<file path="config.mk">
export PLATFORM = sky130hd
export DESIGN_NAME = present_nf_round_ctrl
export DESIGN_NICKNAME = d
export VERILOG_FILES = /design/src/rtl/present_nf_pkg.sv /design/src/rtl/nf_stage_seq.sv /design/src/rtl/present_nf_round_ctrl.sv
export SDC_FILE = /design/constraint.sdc
export NUM_CORES = 1
export LEC_CHECK = 0
export CAP_MARGIN = 20
export CORE_AREA = 2 2 39 41
export CTS_CLUSTER_DIAMETER = 100
export DETAILED_ROUTE_END_ITERATION = 16
export DIE_AREA = 0 0 41 43
export PLACE_DENSITY = 0.77
export REMOVE_ABC_BUFFERS = 1
export SETUP_SLACK_MARGIN = 0.02
export SLEW_MARGIN = 0
export SYNTH_ARGS = -nofsm -noshare
export SYNTH_HDL_FRONTEND = slang
export SYNTH_SLANG_ARGS = --single-unit
</file>
<file path="constraint.sdc">
create_clock -name clk -period 4.5 [get_ports clk]
set_input_delay 0.45 -clock clk [delete_from_list [all_inputs] [get_ports clk]]
set_output_delay 0.45 -clock clk [all_outputs]
set_load 0.03 [all_outputs]
</file>
<file path="src/rtl/present_nf_pkg.sv">
// Shared types and constants for the NullFresh masked PRESENT-80 round controller.
package present_nf_pkg;

    typedef enum logic [1:0] {
        IDLE = 2'd0,
        RUN  = 2'd1,
        DONE = 2'd2
    } state_t;

    localparam int PRESENT_ROUNDS = 31;
    localparam int RC_W           = 5;
    localparam int KEY_W          = 80;
    localparam int BLK_W          = 64;
    localparam int SHARES         = 3;

endpackage

</file>
<file path="src/rtl/nf_stage_seq.sv">
// Stage sequencer for the masked S-box pipeline: walks one enable bit through
// SBOX_STAGES pipeline stages and flags the last stage of each round.
module nf_stage_seq
    import present_nf_pkg::*;
#(
    parameter int SBOX_STAGES = 4
) (
    input  logic                   clk,
    input  logic                   rst,
    input  logic                   i_active,
    input  logic                   i_flush,
    output logic [SBOX_STAGES-1:0] o_stage_en,
    output logic                   o_last
);

    localparam int CNT_W = $clog2(SBOX_STAGES);
    localparam logic [CNT_W-1:0] LAST_CNT = CNT_W'(SBOX_STAGES - 1);

    logic [CNT_W-1:0] r_cnt;
    logic             w_last;

    // The last-stage flag is only meaningful while a round is in flight.
    assign w_last = i_active && (r_cnt == LAST_CNT);
    assign o_last = w_last;

    // Advance through the stages during a round; park at stage 0 when idle, flushed or wrapping.
    always_ff @(posedge clk or posedge rst) begin
        if (rst) begin
            r_cnt <= '0;
        end else if (!i_active || i_flush || w_last) begin
            r_cnt <= '0;
        end else begin
            r_cnt <= r_cnt + CNT_W'(1);
        end
    end

    // One-hot decode of the registered counter, so at most one stage is ever enabled.
    for (genvar k = 0; k < SBOX_STAGES; k++) begin : g_stage_dec
        assign o_stage_en[k] = i_active && (r_cnt == CNT_W'(k));
    end

endmodule

</file>
<file path="src/rtl/present_nf_round_ctrl.sv">
// Round sequencer for the 3-share NullFresh masked PRESENT-80 core.
// Optional feature: define PRESENT_NF_ABORT_EN to add the abort input and clr output.
// Everything except in_ready/load_en is decoded from registered state.
module present_nf_round_ctrl
    import present_nf_pkg::*;
#(
    parameter int SBOX_STAGES = 4,
    parameter int ROUNDS      = PRESENT_ROUNDS
) (
    input  logic                   clk,
    input  logic                   rst,
    input  logic                   in_valid,
    output logic                   in_ready,
    output logic                   out_valid,
    input  logic                   out_ready,
    output logic                   load_en,
    output logic [SBOX_STAGES-1:0] stage_en,
    output logic                   round_en,
    output logic [RC_W-1:0]        round_cnt,
    output logic                   last_round,
`ifdef PRESENT_NF_ABORT_EN
    input  logic                   abort,
    output logic                   clr,
`endif
    output logic                   busy
);

    // Elaboration-time parameter range checks.
    if ((ROUNDS < 1) || (ROUNDS > ((1 << RC_W) - 1))) begin : g_bad_rounds
        $error("present_nf_round_ctrl: ROUNDS must fit in the 5-bit round counter");
    end
    if ((SBOX_STAGES < 2) || (SBOX_STAGES > 8)) begin : g_bad_stages
        $error("present_nf_round_ctrl: SBOX_STAGES must be within 2..8");
    end

    localparam logic [RC_W-1:0] LAST_RC = RC_W'(ROUNDS);

    state_t          r_state;
    logic [RC_W-1:0] r_round_cnt;
    logic            w_run;
    logic            w_abort;
    logic            w_last_stage;

    assign w_run = (r_state == RUN);

`ifdef PRESENT_NF_ABORT_EN
    logic r_clr;

    // Abort is only honoured while a block is in flight or waiting for delivery.
    assign w_abort = abort && (r_state != IDLE);

    // One-cycle clear pulse to the wrapper after an abort has been taken.
    always_ff @(posedge clk or posedge rst) begin
        if (rst) begin
            r_clr <= 1'b0;
        end else begin
            r_clr <= w_abort;
        end
    end

    assign clr = r_clr;
`else
    assign w_abort = 1'b0;
`endif

    nf_stage_seq #(
        .SBOX_STAGES (SBOX_STAGES)
    ) u_stage_seq (
        .clk        (clk),
        .rst        (rst),
        .i_active   (w_run),
        .i_flush    (w_abort),
        .o_stage_en (stage_en),
        .o_last     (w_last_stage)
    );

    // Controller FSM: accept in IDLE, count rounds in RUN, hold result in DONE.
    always_ff @(posedge clk or posedge rst) begin
        if (rst) begin
            r_state     <= IDLE;
            r_round_cnt <= '0;
        end else begin
            case (r_state)
                IDLE: begin
                    if (in_valid) begin
                        r_state     <= RUN;
                        r_round_cnt <= RC_W'(1);
                    end else begin
                        r_state     <= IDLE;
                        r_round_cnt <= '0;
                    end
                end
                RUN: begin
                    if (w_abort) begin
                        r_state     <= IDLE;
                        r_round_cnt <= '0;
                    end else if (w_last_stage) begin
                        if (r_round_cnt == LAST_RC) begin
                            r_state <= DONE;
                        end else begin
                            r_round_cnt <= r_round_cnt + RC_W'(1);
                        end
                    end else begin
                        r_state <= RUN;
                    end
                end
                DONE: begin
                    if (w_abort || out_ready) begin
                        r_state     <= IDLE;
                        r_round_cnt <= '0;
                    end else begin
                        r_state <= DONE;
                    end
                end
                default: begin
                    r_state     <= IDLE;
                    r_round_cnt <= '0;
                end
            endcase
        end
    end

    assign in_ready   = (r_state == IDLE);
    assign load_en    = in_ready && in_valid;
    assign out_valid  = (r_state == DONE);
    assign round_en   = w_last_stage;
    assign round_cnt  = r_round_cnt;
    assign last_round = (r_round_cnt == LAST_RC);
    assign busy       = (r_state != IDLE);

endmodule

</file>
# Word-level counts from Yosys, hierarchy flattened
# Index checks and enable logic that the tools add are counted.
# op_classes
add_sub_neg,2
n_eq_ne,10
muxes,11
n_reduce_logical,11
# op_table
cell,count
5-bit two-way mux,3
5-bit case mux with 3 select lines,1
2-bit two-way mux,4
"2-bit equality test, second input constant",3
2-bit case mux with 3 select lines,1
"5-bit by 1-bit adder with 5-bit output, second input constant",1
"5-bit equality test, second input constant",1
1-bit logical AND,5
"2-bit by 1-bit equality test with 1-bit output, second input constant",2
2-bit zero test,2
"2-bit != test, second input constant",2
"3-bit != test, second input constant",1
3-bit AND reduction,1
"2-bit by 1-bit adder with 2-bit output, second input constant",1
1-bit two-way mux,2
"2-bit by 1-bit != test with 1-bit output, second input constant",1
2-bit nonzero test,1
1-bit zero test,1
1-bit logical OR,1
# word_totals
reg_bits,9
in_bits,4
out_inout_bits,15

# Longest topological paths before layout
# logic_depth
ltp_word,4
depth_mapped,6
mapped_depth_nobuf,6

# Cells and area by module
# From an unflattened synthesis, not the netlist that was laid out.
# unflattened
cells_unflattened,57
hier_area_um2,620.6
# by_module_without_submodules
mod,n_inst,cells_each,area_each_um2,seq_area_each_um2
present_nf_round_ctrl,1,41,449.2,175.2
nf_stage_seq,1,16,171.4,50.0

# Worst setup path after synthesis
# No wires, ideal clock.
# synth_timing
path_type,register to register
start,reg r_round_cnt[0] (netlist: round_cnt[0])
end,reg r_round_cnt[0] (netlist: round_cnt[0])
t_arrival_ns,1.985
setup_slack_ns,2.387
path_stages_with_launch,7
path_buffers,0
synth_period_minus_slack_ns,2.113
cell_sequence,dfrtp_1 -> ha_1 -> and3_1 -> ha_1 -> nand2b_1 -> a21o_1 -> mux2_1
# synth_via
word_cells_on_any_way,7
classes_between,add/sub (1); eq/ne (2); mux (3); reduce/logical (1)
# synth_lines
element,line_no,text
start: declaration,present_nf_round_ctrl.sv:39,logic [RC_W-1:0] r_round_cnt;
start signal: assignment,present_nf_round_ctrl.sv:101,r_round_cnt <= r_round_cnt + RC_W'(1);
5-bit equality test,n/a,
via last_round,present_nf_round_ctrl.sv:20,"output logic last_round,"
2-bit != test (no line),n/a,
3-bit AND reduction (no line),n/a,
# The timed path passes the listed nets, and every way through them passes these cells. The select of a mux whose other input is x is not followed.
# A chain may end at the register's enable or synchronous reset.

# Worst setup path in the final report
# layout_timing
start,reg r_state[0]
end,out stage_en[3]
# layout_via
elab_chain_cells,2
# layout_rtl
element,line_no,text
start: declaration,present_nf_round_ctrl.sv:38,state_t r_state;
start signal: assignment,present_nf_round_ctrl.sv:80,r_state <= IDLE;
start signal: assignment,present_nf_round_ctrl.sv:86,r_state <= RUN;
start signal: assignment,present_nf_round_ctrl.sv:89,r_state <= IDLE;
2-bit by 1-bit equality test with 1-bit output,present_nf_round_ctrl.sv:44,assign w_run = (r_state == RUN);
1-bit logical AND,nf_stage_seq.sv:39,assign o_stage_en[k] = i_active && (r_cnt == CNT_W'(k));
end: declaration,present_nf_round_ctrl.sv:17,"output logic [SBOX_STAGES-1:0] stage_en,"
# Every way passes these cells.

==> results.py <==
metrics = {
    "yosys": {
        "synthDistinctLibCells": 29,
        "ys.flop_type": "dfrtp_1",
        "synth_edf_count": 0,
        "ys_seq_area_share_pct": 38.0,
        "async_flop_share_pct": 100,
        "synthesis.area_um2": 593,
        "ys_ff_latch": 9,
        "syn_avg_cell_area_um2": 10.1,
        "syn_inst": 59,
        "synth_warnings": 0,
    },
    "timing": {
        "slew_violations": 0,
        "skew_ns": 0.00114,
        "fin_ws_ns": 2.08,
        "setup_viol": 0,
        "finalSetupTns_ns": 0,
        "period_needed_ns": 2.42,
        "hold_viol_final": 0,
        "clock.fmax_mhz": 413,
        "slew_headroom_pct": 77.0,
        "rsz0062_at_grt": "false",
        "fin_crit_sh_pct": 53.8,
        "worstMarginPinSlew_ns": 0.345,
    },
    "floorplan": {
        "initial_core_util_pct": 42.9,
        "fp.coreArea_um2": 1380,
        "rows": 14,
        "die_y_um": 43,
        "die_x_um": 41,
        "die-area_um2": 1760,
        "ios": 19,
    },
    "route": {
        "drtPass1Iterations": 4,
        "routedWlPerCell_um": 12.0,
        "ant_nets": 0,
        "via_count": 476,
        "drc": 0,
        "dr.first_iter.drc_count": 10,
        "viasPerCell": 5.06,
        "wl_um": 1130,
    },
    "setup_path": {
        "cp_data_required_time_ns": 4.05,
        "cp_max_fo": 12,
        "criticalPathCategory": "reg2out",
        "max_stage_delay_ns": 0.67,
        "r2r_end": "round_cnt[0]",
        "rr_worst_depth": 6,
        "cpMaxStageDelayCell": "clkdlybuf4s50_1",
        "worstReg2RegStart": "round_cnt[0]",
        "reg2reg_slack_ns": 2.54,
        "cp-end-kind": "output pin",
        "path_cells": "nor2b_2 > and2_1 > clkdlybuf4s50_1",
        "arrival_ns": 1.97,
        "cp-start-kind": "flop",
    },
    "status": {
        "outcome": "finished clean",
    },
    "global_routing": {
        "grt_pass1_vias": 453,
        "grt_max_degree": 13,
        "grt_use_total_pct": 16.0,
        "grt_pass1_wl_um": 1880,
        "antenna_found_initial": 0,
        "grt_overflow": 0,
    },
    "cts": {
        "clk_latency_ns": 0.26,
        "path_clk_slew_ns": 0.06,
        "ctsHoldBuffers": 0,
        "htreeDepth": 1,
        "cts_tree": "yes",
        "cts_root_buf": "clkbuf_4",
        "cts-resized-gates": 0,
        "clockBufferDepth": 2,
        "cts_buffers": 3,
        "cts_sinks": 9,
        "post_cts_buffers": 0,
    },
    "final_layout": {
        "nets": 89,
        "diodes": 0,
        "final_util_pct": 57.5,
        "syn_to_final_growth_pct": 34.2,
        "drive_above_1_share_pct": 7.69,
    },
    "placed_design": {
        "dp_hpwl_um": 862,
        "pre_cts_ws_ns": 2.33,
        "place.gp.congestion": 0.777,
        "numPortBuffers": 18,
    },
    "pwr": {
        "irDropWorstVdd_v": 0.000284,
        "p_total_w": 0.000484,
        "power_per_cell_area_nw_per_um2": 608,
        "power_leakage_nw": 0.365,
    },
    "job": {
        "drv_cap": 0,
    },
    "worst_hold_path": {
        "hold_path.class": "in2async",
    },
}
==> synthesized netlist by cell type, drive strengths merged, types with 2 or more instances <==
master  count  share of area [%]
dfrtp       9                 38
ha          6                 13
and2        5                5.3
inv         5                3.2
buf         3                4.0
nand2b      3                3.2
nor3b       3                4.6
a211oi      2                2.5
a21o        2                2.5
a22o        2                3.0
nand3       2                1.7
nor2        2                1.3
o21ai       2                1.7
==> worst max-delay path, delay by kind of cell, from the launching register on <==
family        cells  cell delay (ns)
flops             1             0.51
buf+inv           1             0.67
simple gates      2             0.53
==> per-layer routing <==
layer	GRT usage, %	up-vias	part of all wire, %
li1	-	242	-
met1	19.7	220	44
met2	23.4	14	51
met3	4.71	0	4.3
met4	10.0	0	0
met5	0	-	0
==> report_power, final <==
part           switching (W)  internal, W  leakage, nW  total [W]
registers          0.0000281     0.000110        0.110   0.000138
logic               0.000157     0.000126        0.240   0.000284
clock network      0.0000282    0.0000342       0.0150  0.0000624
total               0.000214     0.000270        0.365   0.000484
==> state kept, by name (all words and copies together) (netlist names) <==
name and cells:
r_state 2, u_stage_seq.r_cnt 2, round_cnt 5
==> cell usage in the layout (no fill, tap or decap), types with 2 or more instances in the layout <==
cell             count
clkdlybuf4s50_1     18
dfrtp_1              9
ha_1                 6
inv_1                5
and2_1               5
nand2b_1             3
clkbuf_4             3
nand3_1              2
o21ai_0              2
nor2_1               2
a21o_1               2
a22o_1               2
nor3b_1              2
a211oi_1             2
==> cells by family (layout without fill, tap and decap cells) <==
family	after synthesis	in the layout	share of synthesized area, %
AOI/OAI and AO/OA	11	11	13.5
adders and majority gates	6	6	12.7
buffers and inverters	8	27	7.17
DFF	9	9	38.0
muxes	2	2	3.59
and+or+nand+nor	23	23	25.1
==> metrics by stage <==
stage | hold slack [ns] | std cells | instance area [um2]
floorplan | 0.278 | 56 | 569
global placement | 0.490 | 90 | 769
detailed placement | 0.519 | 90 | 769
CTS | 0.451 | 94 | 796
global route | 0.496 | 94 | 796
finish | 0.446 | 94 | 796
==> how the worst max path moves through the flow <==
stage,to,from,cells past startpoint
global placement,load_en,in_valid,3
global route,stage_en[3],r_state[0],3
finish,stage_en[3],r_state[0],3
detailed placement,load_en,in_valid,3
CTS,stage_en[3],r_state[0],3
floorplan,round_cnt[0],round_cnt[0],6
==> area by class of cell <==
cell class	count	area, um2
Fill cell	126	588
Multi-Input combinational cell	42	325
Sequential cell	9	225
Timing Repair Buffer	18	180
Clock buffer	4	26.3
Tap cell	16	20.0
Inverter	5	18.8
No activity file was read; power rests on OpenSTA's default activity.
